**config.mk**
```make
export PLATFORM = sky130hd
export DESIGN_NAME = instr_fetch_queue
export DESIGN_NICKNAME = d
export VERILOG_FILES = /design/src/rtl/instr_fetch_queue.sv
export SDC_FILE = /design/constraint.sdc
export NUM_CORES = 1
export LEC_CHECK = 0
export BUFFER_PORTS_ARGS = -buffer_cell sky130_fd_sc_hd__clkbuf_2
export CAP_MARGIN = 20
export CORE_MARGIN = 5
export CORE_UTILIZATION = 45
export DETAILED_ROUTE_END_ITERATION = 7
export PLACE_DENSITY_LB_ADDON = 0.12
export RECOVER_POWER = 25
export SLEW_MARGIN = 25
export SYNTH_ARGS = -nofsm -noshare
export SYNTH_HDL_FRONTEND = slang
export SYNTH_SLANG_ARGS = --single-unit
```
**constraint.sdc**
```tcl
create_clock -name clk -period 3.1 [get_ports clk]
set_input_delay 0.31 -clock clk [delete_from_list [all_inputs] [get_ports clk]]
set_output_delay 0.31 -clock clk [all_outputs]
set_load 0.1 [all_outputs]
```
**src/rtl/instr_fetch_queue.sv**
```systemverilog
// Fetch front end: sequential imem reads from pc; in-order responses are tagged with their address and queued.
// Response to ir_valid takes 1 cycle; issue is credit-limited by count+outstanding, and ir_ready stalls dequeue.
module instr_fetch_queue #(
  parameter int WIDTH    = 32,
  parameter int ADDRSIZE = 12,
  parameter int DEPTH    = 4,
  parameter logic [ADDRSIZE-1:0] RESET_PC = '0
) (
  input  logic                clk,
  input  logic                reset_n,
  input  logic                fetch_en,
  output logic                imem_req_valid,
  input  logic                imem_req_ready,
  output logic [ADDRSIZE-1:0] imem_req_addr,
  input  logic                imem_rsp_valid,
  input  logic [WIDTH-1:0]    imem_rsp_data,
  output logic                ir_valid,
  input  logic                ir_ready,
  output logic [WIDTH-1:0]    ir_data,
  output logic [ADDRSIZE-1:0] ir_pc,
  input  logic                redirect_valid,
  input  logic [ADDRSIZE-1:0] redirect_pc
);

  localparam int PW = $clog2(DEPTH);
  localparam int CW = $clog2(DEPTH + 1);
  // Issue ignores drop, so repeated redirects can pile up more stale responses than DEPTH.
  localparam int DW = CW + 2;

  typedef struct packed {
    logic [ADDRSIZE-1:0] pc;
    logic [WIDTH-1:0]    dat;
  } entry_t;

  entry_t              mem [DEPTH];
  logic [ADDRSIZE-1:0] pc;
  logic [ADDRSIZE-1:0] rsp_pc;
  logic [PW-1:0]       wr_ptr;
  logic [PW-1:0]       rd_ptr;
  logic [CW-1:0]       count;
  logic [CW-1:0]       outstanding;
  logic [DW-1:0]       drop;
  logic                credit_ok;
  logic                req_fire;
  logic                rsp_keep;
  logic                push;
  logic                pop;

  assign credit_ok      = ({1'b0, count} + {1'b0, outstanding}) < (CW+1)'(DEPTH);
  assign imem_req_valid = reset_n && fetch_en && !redirect_valid && credit_ok;
  assign imem_req_addr  = pc;
  assign req_fire       = imem_req_valid && imem_req_ready;

  assign rsp_keep = imem_rsp_valid && (drop == '0);
  assign push     = rsp_keep && !redirect_valid;

  assign ir_valid = (count != '0) && !redirect_valid;
  assign pop      = ir_valid && ir_ready;
  assign ir_data  = mem[rd_ptr].dat;
  assign ir_pc    = mem[rd_ptr].pc;

  always_ff @(posedge clk) begin
    if (push) mem[wr_ptr] <= '{pc: rsp_pc, dat: imem_rsp_data};
  end

  always_ff @(posedge clk or negedge reset_n) begin
    if (!reset_n) begin
      pc          <= RESET_PC;
      rsp_pc      <= RESET_PC;
      wr_ptr      <= '0;
      rd_ptr      <= '0;
      count       <= '0;
      outstanding <= '0;
      drop        <= '0;
    end else if (redirect_valid) begin
      pc          <= redirect_pc;
      rsp_pc      <= redirect_pc;
      rd_ptr      <= wr_ptr;
      count       <= '0;
      // Every in-flight response is now stale; one arriving this cycle retires one of them.
      drop        <= drop + DW'(outstanding) - DW'(imem_rsp_valid);
      outstanding <= '0;
    end else begin
      if (req_fire) pc <= pc + ADDRSIZE'(1);
      if (push) begin
        wr_ptr <= wr_ptr + PW'(1);
        rsp_pc <= rsp_pc + ADDRSIZE'(1);
      end
      if (pop) rd_ptr <= rd_ptr + PW'(1);
      count       <= count + CW'(push) - CW'(pop);
      outstanding <= outstanding + CW'(req_fire) - CW'(push);
      if (imem_rsp_valid && (drop != '0)) drop <= drop - DW'(1);
    end
  end

endmodule

```
==> results.json, run 1 <==
{
  "drv_slew": 0,
  "async_flop_share": 0.181,
  "postPlaceCellArea_um2": 9940,
  "fin_nets": 721,
  "fin_skew_ns": 0.00768,
  "period_share": 0.903,
  "cp_top_family": "adder cells",
  "most-common-layout-cells": "176 x edfxtp_1, 77 x clkbuf_2, 44 x mux4_2",
  "hold_depth": 3,
  "maxCapViolCount": 0,
  "max_freq_mhz": 357,
  "drc": 0,
  "globalRouteTotalUtil": 0.155,
  "reg2reg_depth": 13,
  "cts_tree": "yes",
  "root_buffer": "clkbuf_16",
  "gp_congestion": 0.828,
  "synth_cell_types": 49,
  "synth_ff_type": "edfxtp_1",
  "start_util": 0.458,
  "syn_avg_cell_area_um2": 17.2,
  "path_buf_inv": 4,
  "yosysWarnings": 0,
  "grt_pass1_wl_mm": 27.3,
  "hp-start": "redirect_pc[5]",
  "drt_iter0_markers": 332,
  "io_pins": 109,
  "die_area_um2": 22700,
  "post_cts_buffers": 0,
  "h-tree-depth": 1,
  "syn_nets": 592,
  "wl_mm": 17.3,
  "rsz0062_at_grt": "no",
  "rows": 51,
  "dp_hpwl_mm": 11.3,
  "final-hold-violation-count": 0,
  "cp-start-kind": "flop",
  "worstMarginPinSlew_ns": 0.632,
  "antenna_left": 0,
  "ir_worst_vdd_v": 0.000559,
  "synthTopCellsByArea": "edfxtp_1 59%, mux4_2 11%, dfrtp_1 11%, ha_1 2.9%, nand2_1 1.3%",
  "cts_inserted_buffers": 23,
  "cp_slowest_cell": "fa_1",
  "dr.pass1.iters": 4,
  "r2r_start": "drop[0]",
  "final_area_um2": 10600,
  "setup_tns_ns": 0,
  "r2r_end": "count[2]",
  "final_common_cell": "edfxtp_1",
  "grt_max_degree": 45,
  "period_needed_ns": 2.80,
  "finalSetupViolCount": 0,
  "seq_area_frac_synth": 0.702,
  "whs_endpoint": "rsp_pc[5]",
  "critical_path.most_common_cell": "inv_1",
  "antennaDiodeCount": 0,
  "rrSetupSlack_ns": 0.30,
  "synth_edf_count": 176,
  "hp-class": "input pin to flop",
  "cts.path.max_buffers": 3,
  "vias": 4881,
  "arrival_ns": 3.17,
  "synth_area_um2": 8920,
  "port_buffers": 108,
  "cts-hold-fix-buffers": 1,
  "wl_per_cell_um": 18.7,
  "path_max_fanout": 8,
  "die_y_um": 151,
  "p_per_area_nw_per_um2": 882,
  "critPathRequiredTime_ns": 3.47,
  "fillers": 1571,
  "syn_inst": 517,
  "cts.sinks": 215,
  "crit_type": "flop to flop",
  "path_cells": "inv_1, ha_1, nor2b_1, nand2_1, nor2_2, inv_1, ha_1, inv_1, ha_1, inv_1, fa_1, xnor2_1, nor2_1",
  "cts_resized": 0,
  "coreArea_um2": 19500,
  "grt_pass1_vias": 5099,
  "ys_seq_elements": 215,
  "status": "complete, no violations",
  "grt_overflow_total": 0,
  "clk_pin_slew_ns": 0.06,
  "die_w_um": 151,
  "drive_gt1_frac": 0.269,
  "yosys.area.top_type": "edfxtp_1",
  "via_per_inst": 5.27,
  "critPathMaxStageDelay_ns": 0.38,
  "syn2layout_area_growth_pct": 18.8,
  "synth_top_area_frac": 0.593,
  "maxSlewHeadroom": 0.575,
  "p_leak_uw": 0.00381,
  "end_kind": "flop",
  "insertion_delay_ns": 0.49,
  "grt_antenna_before_repair": 0
}
-- report_power, final --
| part | switching (uW) | internal [uW] |
|---|---|---|
| logic | 2560 | 857 |
| clock network | 1040 | 1460 |
| registers | 174 | 3270 |
-- worst max-delay path by stage --
stage	start	to	slack (ns)	cells after the start
final	drop[0]	count[2]	0.30	13
after global routing	drop[1]	count[2]	0.04	13
after CTS	drop[0]	count[2]	0.27	13
after detailed placement	drop[0]	count[2]	0.28	13
after global placement	imem_rsp_valid	count[2]	0.42	12
after floorplan	drop[0]	mem[2][0]	0.36	6
-- registers in the layout (all words and copies together), names as in the netlist --
register / cells
rd_ptr: 2
rsp_pc: 12
drop: 5
imem_req_addr: 12
wr_ptr: 2
count: 3
outstanding: 3
mem: 176
-- per-layer routing --
layer | vias up | track usage | routed length (um)
met5 | - | 0 | 0
met4 | 0 | 0.0376 | 313
met3 | 30 | 0.0299 | 979
met2 | 137 | 0.267 | 8740
met1 | 2432 | 0.204 | 7280
li1 | 2282 | - | -
-- per-stage QoR --
step           total power [uW]  instances   util  hold slack [ns]  setup WS, ns
2_1_floorplan              6350        517      -           0.0144         0.360
3_3_place_gp               6940        885  0.511            0.496         0.421
3_5_place_dp               6960        885  0.511            0.494         0.278
4_1_cts                    9490        927  0.546           0.0153         0.273
5_1_grt                    9770        927  0.544           0.0576        0.0409
6_report                   9350        927  0.544           0.0626         0.302
-- synth_stat cells, drive strengths merged, types with 2 or more instances --
cell / instances
a211oi: 3
a21o: 3
a21oi: 2
a311oi: 2
a31oi: 2
and2: 7
and4: 3
buf: 8
clkbuf: 11
dfrtp: 39
edfxtp: 176
fa: 3
ha: 21
inv: 26
mux2i: 8
mux4: 44
nand2: 32
nand3: 11
nand3b: 3
nand4: 6
nor2: 20
nor2b: 6
nor3: 6
nor3b: 4
nor4: 8
o21ai: 20
o311ai: 2
or3: 4
xnor2: 13
xor2: 8
-- layout make-up --
class                           instances  area [um^2]  share of cell area
Multi-Input combinational cell        257         2480               0.235
Clock buffer                           32          609              0.0575
Timing Repair Buffer                  123          729              0.0688
Clock inverter                          9         77.6             0.00732
Tap cell                              265          332              0.0313
Sequential cell                       215         6270               0.591
Inverter                               26         97.6             0.00921
-- worst register-to-register path: cells and delay by family, from the launching register on --
| family | cells | cell delay, ns |
|---|---|---|
| adder cells (fa/ha/maj) | 4 | 1.03 |
| XOR/XNOR | 1 | 0.16 |
| AND/OR/NAND/NOR | 4 | 0.80 |
| buffers and inverters | 4 | 0.32 |
| flip-flops | 1 | 0.37 |
-- cell families (layout without fill, tap and decap cells) --
logic type / Yosys count / count (layout) / synth area share
XOR/XNOR: 21 / 21 / 0.0206
AND/OR/NAND/NOR: 117 / 117 / 0.0693
flip-flops: 215 / 215 / 0.702
adder cells (fa/ha/maj): 24 / 24 / 0.0362
buffers and inverters: 45 / 190 / 0.0198
AO/OA/AOI/OAI: 42 / 42 / 0.0306
multiplexers: 53 / 53 / 0.121
Note: power is estimated with default switching activity, not from simulation.
==> run 2, diff against run 1 <==
CELL_PAD_IN_SITES_DETAIL_PLACEMENT = 1   (was default)
CELL_PAD_IN_SITES_GLOBAL_PLACEMENT = 1   (was default)
CORE_UTILIZATION = 40   (was 45)
==> run 2 against run 1 <==
Net effect: fmax is 0.40% lower; count of clock-buffer cells in the layout fell by 5; die area is 12% higher; utilization shrank 6.2 points; non-clock buffer count fell by 2; first-iteration DRC count down 41%; total power is 0.36% higher; worst setup slack worse by 0.011 ns; sequential power increased by 2%; critical path depth down 10; hold slack lost 0.048 ns.
==> results.json, run 2 (same netlist as run 1, synthesis figures left out) <==
{
  "antennaDiodeCount": 0,
  "setup_tns_ns": 0,
  "io_pins": 109,
  "crit_type": "flop to primary output",
  "combPwrFrac": 0.361,
  "antenna_left": 0,
  "sequentialPowerShare": 0.374,
  "pwr-share-clk": 0.265,
  "drive_gt1_frac": 0.264,
  "arrival_ns": 2.50,
  "final_area_um2": 10600,
  "wl_per_cell_um": 20.5,
  "grt_pass1_wl_mm": 31.7,
  "drv_slew": 0,
  "grt_overflow_total": 0,
  "final-hold-violation-count": 0,
  "pre_cts_slack_ns": 0.331,
  "p_leak_uw": 0.00378,
  "grt_pass1_vias": 5716,
  "drt_iter0_markers": 197,
  "wl_mm": 19.3,
  "postPlaceCellArea_um2": 9910,
  "layout_setup_ws_ns": 0.291,
  "worstMarginPinSlew_ns": 0.654,
  "post_cts_buffers": 0,
  "ir_worst_vdd_v": 0.000324,
  "fillers": 2146,
  "p_switching_uw": 3820,
  "status": "complete, no violations",
  "port_buffers": 108,
  "grt_max_degree": 45,
  "seqCellArea_um2": 6270,
  "placedCellCount": 899,
  "globalRouteTotalUtil": 0.154,
  "start_util": 0.407,
  "end_kind": "primary output",
  "most-common-layout-cells": "176 x edfxtp_1, 76 x clkbuf_2, 44 x mux4_2",
  "dp_hpwl_mm": 12.7,
  "rows": 54,
  "p_sw_frac": 0.407,
  "syn2layout_area_growth_pct": 18.4,
  "cts_inserted_buffers": 23,
  "maxCapViolCount": 0,
  "clk_pin_slew_ns": 0.06,
  "p_int_uw": 5560,
  "die_w_um": 159,
  "maxSlewHeadroom": 0.563,
  "finalSetupViolCount": 0,
  "vias": 4997,
  "cts_tree": "yes",
  "root_buffer": "clkbuf_16",
  "whs_ns": 0.0144,
  "cts-hold-fix-buffers": 0,
  "multiInputGateArea_um2": 2480,
  "cp-start-kind": "flop",
  "top_register": "mem",
  "dr.pass1.iters": 4,
  "largest_reg_flops": 176,
  "h-tree-depth": 1,
  "rsz0062_at_grt": "no",
  "gp_congestion": 0.781,
  "coreArea_um2": 21900,
  "rrSetupSlack_ns": 0.38,
  "stdcell_count": 940,
  "path_max_fanout": 22,
  "max_freq_mhz": 356,
  "cts.path.max_buffers": 3,
  "drc": 0,
  "cts.sinks": 215,
  "period_needed_ns": 2.81,
  "grt_antenna_before_repair": 0,
  "fin_skew_ns": 0.0130,
  "insertion_delay_ns": 0.50,
  "p_per_area_nw_per_um2": 889,
  "critPathRequiredTime_ns": 2.79,
  "period_share": 0.906,
  "hp-class": "input pin to asynchronous set/reset pin",
  "die_y_um": 159,
  "fin_nets": 719,
  "cts_resized": 0,
  "via_per_inst": 5.32,
  "final_common_cell": "edfxtp_1",
  "die_area_um2": 25400
}
run 2: changes by cell type in the layout (fill, tap and decap cells not counted):
cell           before  now
buf_4               5    7
clkinvlp_4          1    2
buf_12              9    6
clkbuf_1           40   36
dlygate4sd3_1       1    0
clkinv_2            3    1
inv_6               1    0
clkinv_1            2    9
clkbuf_2           77   76
run 2: path summary, 6_finish.rpt:
check | to | cells after the start | start
worst max register to register | outstanding[2] | 13 | drop[0]
worst min register to register | mem[1][43] | 0 | rsp_pc[11]
worst min-delay path | imem_req_addr[3] | 2 | reset_n
worst max-delay path | ir_data[11] | 3 | rd_ptr[0]
max in group asynchronous | rd_ptr[0] | 2 | reset_n
min in group clk | mem[0][13] | 1 | imem_rsp_data[13]
run 2: power by group through the flow:
| stage | Combinational, uW | Clock (uW) | Sequential, uW |
|---|---|---|---|
| 3_3_place_gp | 3400 | 0 | 3560 |
| 5_1_grt | 3590 | 2710 | 3550 |
| 4_1_cts | 3450 | 2590 | 3520 |
| 3_5_place_dp | 3440 | 0 | 3580 |
| 2_1_floorplan | 2800 | 0 | 3550 |
| 6_report | 3390 | 2490 | 3510 |
run 2: area by class of cell:
cell class	count	area share
Sequential cell	215	0.594
Tap cell	280	0.0332
Clock inverter	14	0.00877
Timing Repair Buffer	121	0.0638
Inverter	26	0.00925
Multi-Input combinational cell	257	0.235
Clock buffer	27	0.0560
run 2: metrics by stage:
| stage | utilization | power, uW |
|---|---|---|
| 6_report | 0.482 | 9380 |
| 5_1_grt | 0.482 | 9850 |
| 4_1_cts | 0.484 | 9550 |
| 3_5_place_dp | 0.453 | 7020 |
| 3_3_place_gp | 0.453 | 6960 |
| 2_1_floorplan | - | 6350 |
run 2: critical path: stages (launching register included):
cell and delay (ns):
dfrtp_4 0.72, buf_4 0.34, mux4_2 0.55, clkbuf_2 0.39
run 2: metal layers:
layer  global-route usage  wire length (um)  vias to the layer above  share of wire
met1                0.203              8300                     2602           0.43
met2                0.267              9790                      100           0.51
met5                    0                 0                        -              0
li1                     -                 -                     2274              -
met4               0.0341               263                        0          0.014
met3               0.0287               962                       21          0.050
==> run 3, diff against run 2 <==
HOLD_SLACK_MARGIN = 0.1   (was default)
RECOVER_POWER = 100   (was 25)
==> run 3 against run 2 <==
Net effect: cell count is 4.1% higher; fmax is 1.6% lower; hold slack better by 0.11 ns; utilization is 1.4 points higher.
==> results.json, run 3 (same netlist as run 1, synthesis figures left out) <==
{
  "grt_pass1_vias": 5864,
  "die_area_um2": 25400,
  "maxCapViolCount": 0,
  "grt_pass1_wl_mm": 32.3,
  "final_util": 0.496,
  "pwr-share-clk": 0.265,
  "gp_congestion": 0.781,
  "setup_tns_ns": 0,
  "critPathRequiredTime_ns": 2.79,
  "fin_nets": 758,
  "antennaDiodeCount": 0,
  "dp_hpwl_mm": 12.7,
  "fillers": 2152,
  "antenna_left": 0,
  "largest_reg_flops": 176,
  "drc": 0,
  "period_needed_ns": 2.85,
  "final-hold-violation-count": 0,
  "drt_iter0_markers": 210,
  "root_buffer": "clkbuf_16",
  "end_kind": "primary output",
  "cts_tree": "yes",
  "cts.path.max_buffers": 3,
  "status": "complete, no violations",
  "drv_slew": 0,
  "post_cts_buffers": 0,
  "path_cells": "clkbuf_4, mux4_2, clkbuf_2",
  "fin_skew_ns": 0.0121,
  "top_register": "mem",
  "combPwrFrac": 0.362,
  "arrival_ns": 2.54,
  "crit_type": "flop to primary output",
  "syn2layout_area_growth_pct": 21.7,
  "grt_overflow_total": 0,
  "coreArea_um2": 21900,
  "wl_per_cell_um": 20.0,
  "wl_mm": 19.6,
  "p_leak_uw": 0.00388,
  "dr.pass1.iters": 4,
  "globalRouteTotalUtil": 0.156,
  "hold_depth": 3,
  "reg2reg_depth": 13,
  "drive_gt1_frac": 0.223,
  "rows": 54,
  "most-common-layout-cells": "176 x edfxtp_1, 64 x clkbuf_2, 52 x clkbuf_1",
  "insertion_delay_ns": 0.50,
  "cp-start-kind": "flop",
  "start_util": 0.407,
  "finalSetupViolCount": 0,
  "seqCellArea_um2": 6270,
  "critPathMaxStageDelay_ns": 0.71,
  "ir_worst_vdd_v": 0.000327,
  "cts_resized": 0,
  "p_switching_uw": 3830,
  "clk_pin_slew_ns": 0.06,
  "rsz0062_at_grt": "no",
  "final_common_cell": "edfxtp_1",
  "p_per_area_nw_per_um2": 867,
  "multiInputGateArea_um2": 2480,
  "worstMarginPinSlew_ns": 1.18,
  "die_y_um": 159,
  "cp_slowest_cell": "dfrtp_4",
  "hp-class": "input pin to flop",
  "period_share": 0.921,
  "p_int_uw": 5570,
  "max_freq_mhz": 350,
  "cts_inserted_buffers": 23,
  "path_max_fanout": 22,
  "grt_antenna_before_repair": 0,
  "io_pins": 109,
  "cts.sinks": 215,
  "h-tree-depth": 1,
  "p_sw_frac": 0.407,
  "sequentialPowerShare": 0.373,
  "via_per_inst": 5.28,
  "die_w_um": 159,
  "vias": 5166,
  "grt_max_degree": 45,
  "port_buffers": 108,
  "maxSlewHeadroom": 0.214
}
-- run 3: cell count changes in the layout (fill, tap and decap cells not counted), moves of 5 or more --
| cell | delta |
|---|---|
| buf_12 | -5 |
| clkbuf_1 | +16 |
| clkbuf_2 | -12 |
| clkbuf_4 | +5 |
| buf_4 | -5 |
| dlygate4sd3_1 | +39 |
-- run 3: layer usage --
metal / vias to the layer above / wire [um] / part of all wire / GRT usage
li1: 2348 / - / - / -
met1: 2691 / 8650 / 0.44 / 0.206
met2: 102 / 9920 / 0.51 / 0.273
met3: 25 / 759 / 0.039 / 0.0277
met4: 0 / 285 / 0.015 / 0.0341
met5: - / 0 / 0 / 0
-- run 3: area by class of cell --
type / instances / share of cell area
repair buffers: 160 / 0.0898
inverters: 26 / 0.00899
multi-input cells: 257 / 0.229
clock buffers: 27 / 0.0544
flip-flops and latches: 215 / 0.577
well taps: 280 / 0.0323
clock inverters: 14 / 0.00853
-- run 3: repair_timing --
action                                  in CTS  in global routing
endpoints found under the setup margin       0                  0
hold buffers                                39                  0
hold endpoints to repair                   174                  0
-- run 3: critical path, delay by kind of cell (launching register included) --
| family | cells | cell delay (ns) |
|---|---|---|
| buffers and inverters | 2 | 0.78 |
| flip-flops | 1 | 0.71 |
| multiplexers | 1 | 0.55 |
-- run 3: final timing paths --
check / start / end / slack (ns)
worst max-delay path: rd_ptr[0] / ir_data[11] / 0.25
min in group asynchronous: reset_n / imem_req_addr[3] / 0.88
worst min register to register: rsp_pc[11] / mem[1][43] / 0.54
worst min-delay path: redirect_pc[9] / imem_req_addr[9] / 0.12
max in group asynchronous: reset_n / rd_ptr[0] / 1.42
worst max register to register: drop[0] / outstanding[2] / 0.36
-- run 3: power by group through the flow --
stage          clock [uW]  combinational, uW  sequential, uW
2_1_floorplan           0               2800            3550
3_3_place_gp            0               3400            3560
3_5_place_dp            0               3440            3580
4_1_cts              2590               3490            3520
5_1_grt              2710               3610            3540
6_report             2490               3410            3510
-- run 3: per-stage QoR --
| step | std cells | setup slack, ns | hold WS (ns) | total power, uW | cell area, um^2 |
|---|---|---|---|---|---|
| 2_1_floorplan | 517 | 0.360 | 0.0144 | 6350 | 8920 |
| 3_3_place_gp | 899 | 0.532 | 0.519 | 6960 | 9910 |
| 3_5_place_dp | 899 | 0.331 | 0.533 | 7020 | 9910 |
| 4_1_cts | 979 | 0.189 | 0.111 | 9590 | 11000 |
| 5_1_grt | 979 | 0.0581 | 0.131 | 9870 | 10900 |
| 6_report | 979 | 0.246 | 0.125 | 9410 | 10900 |
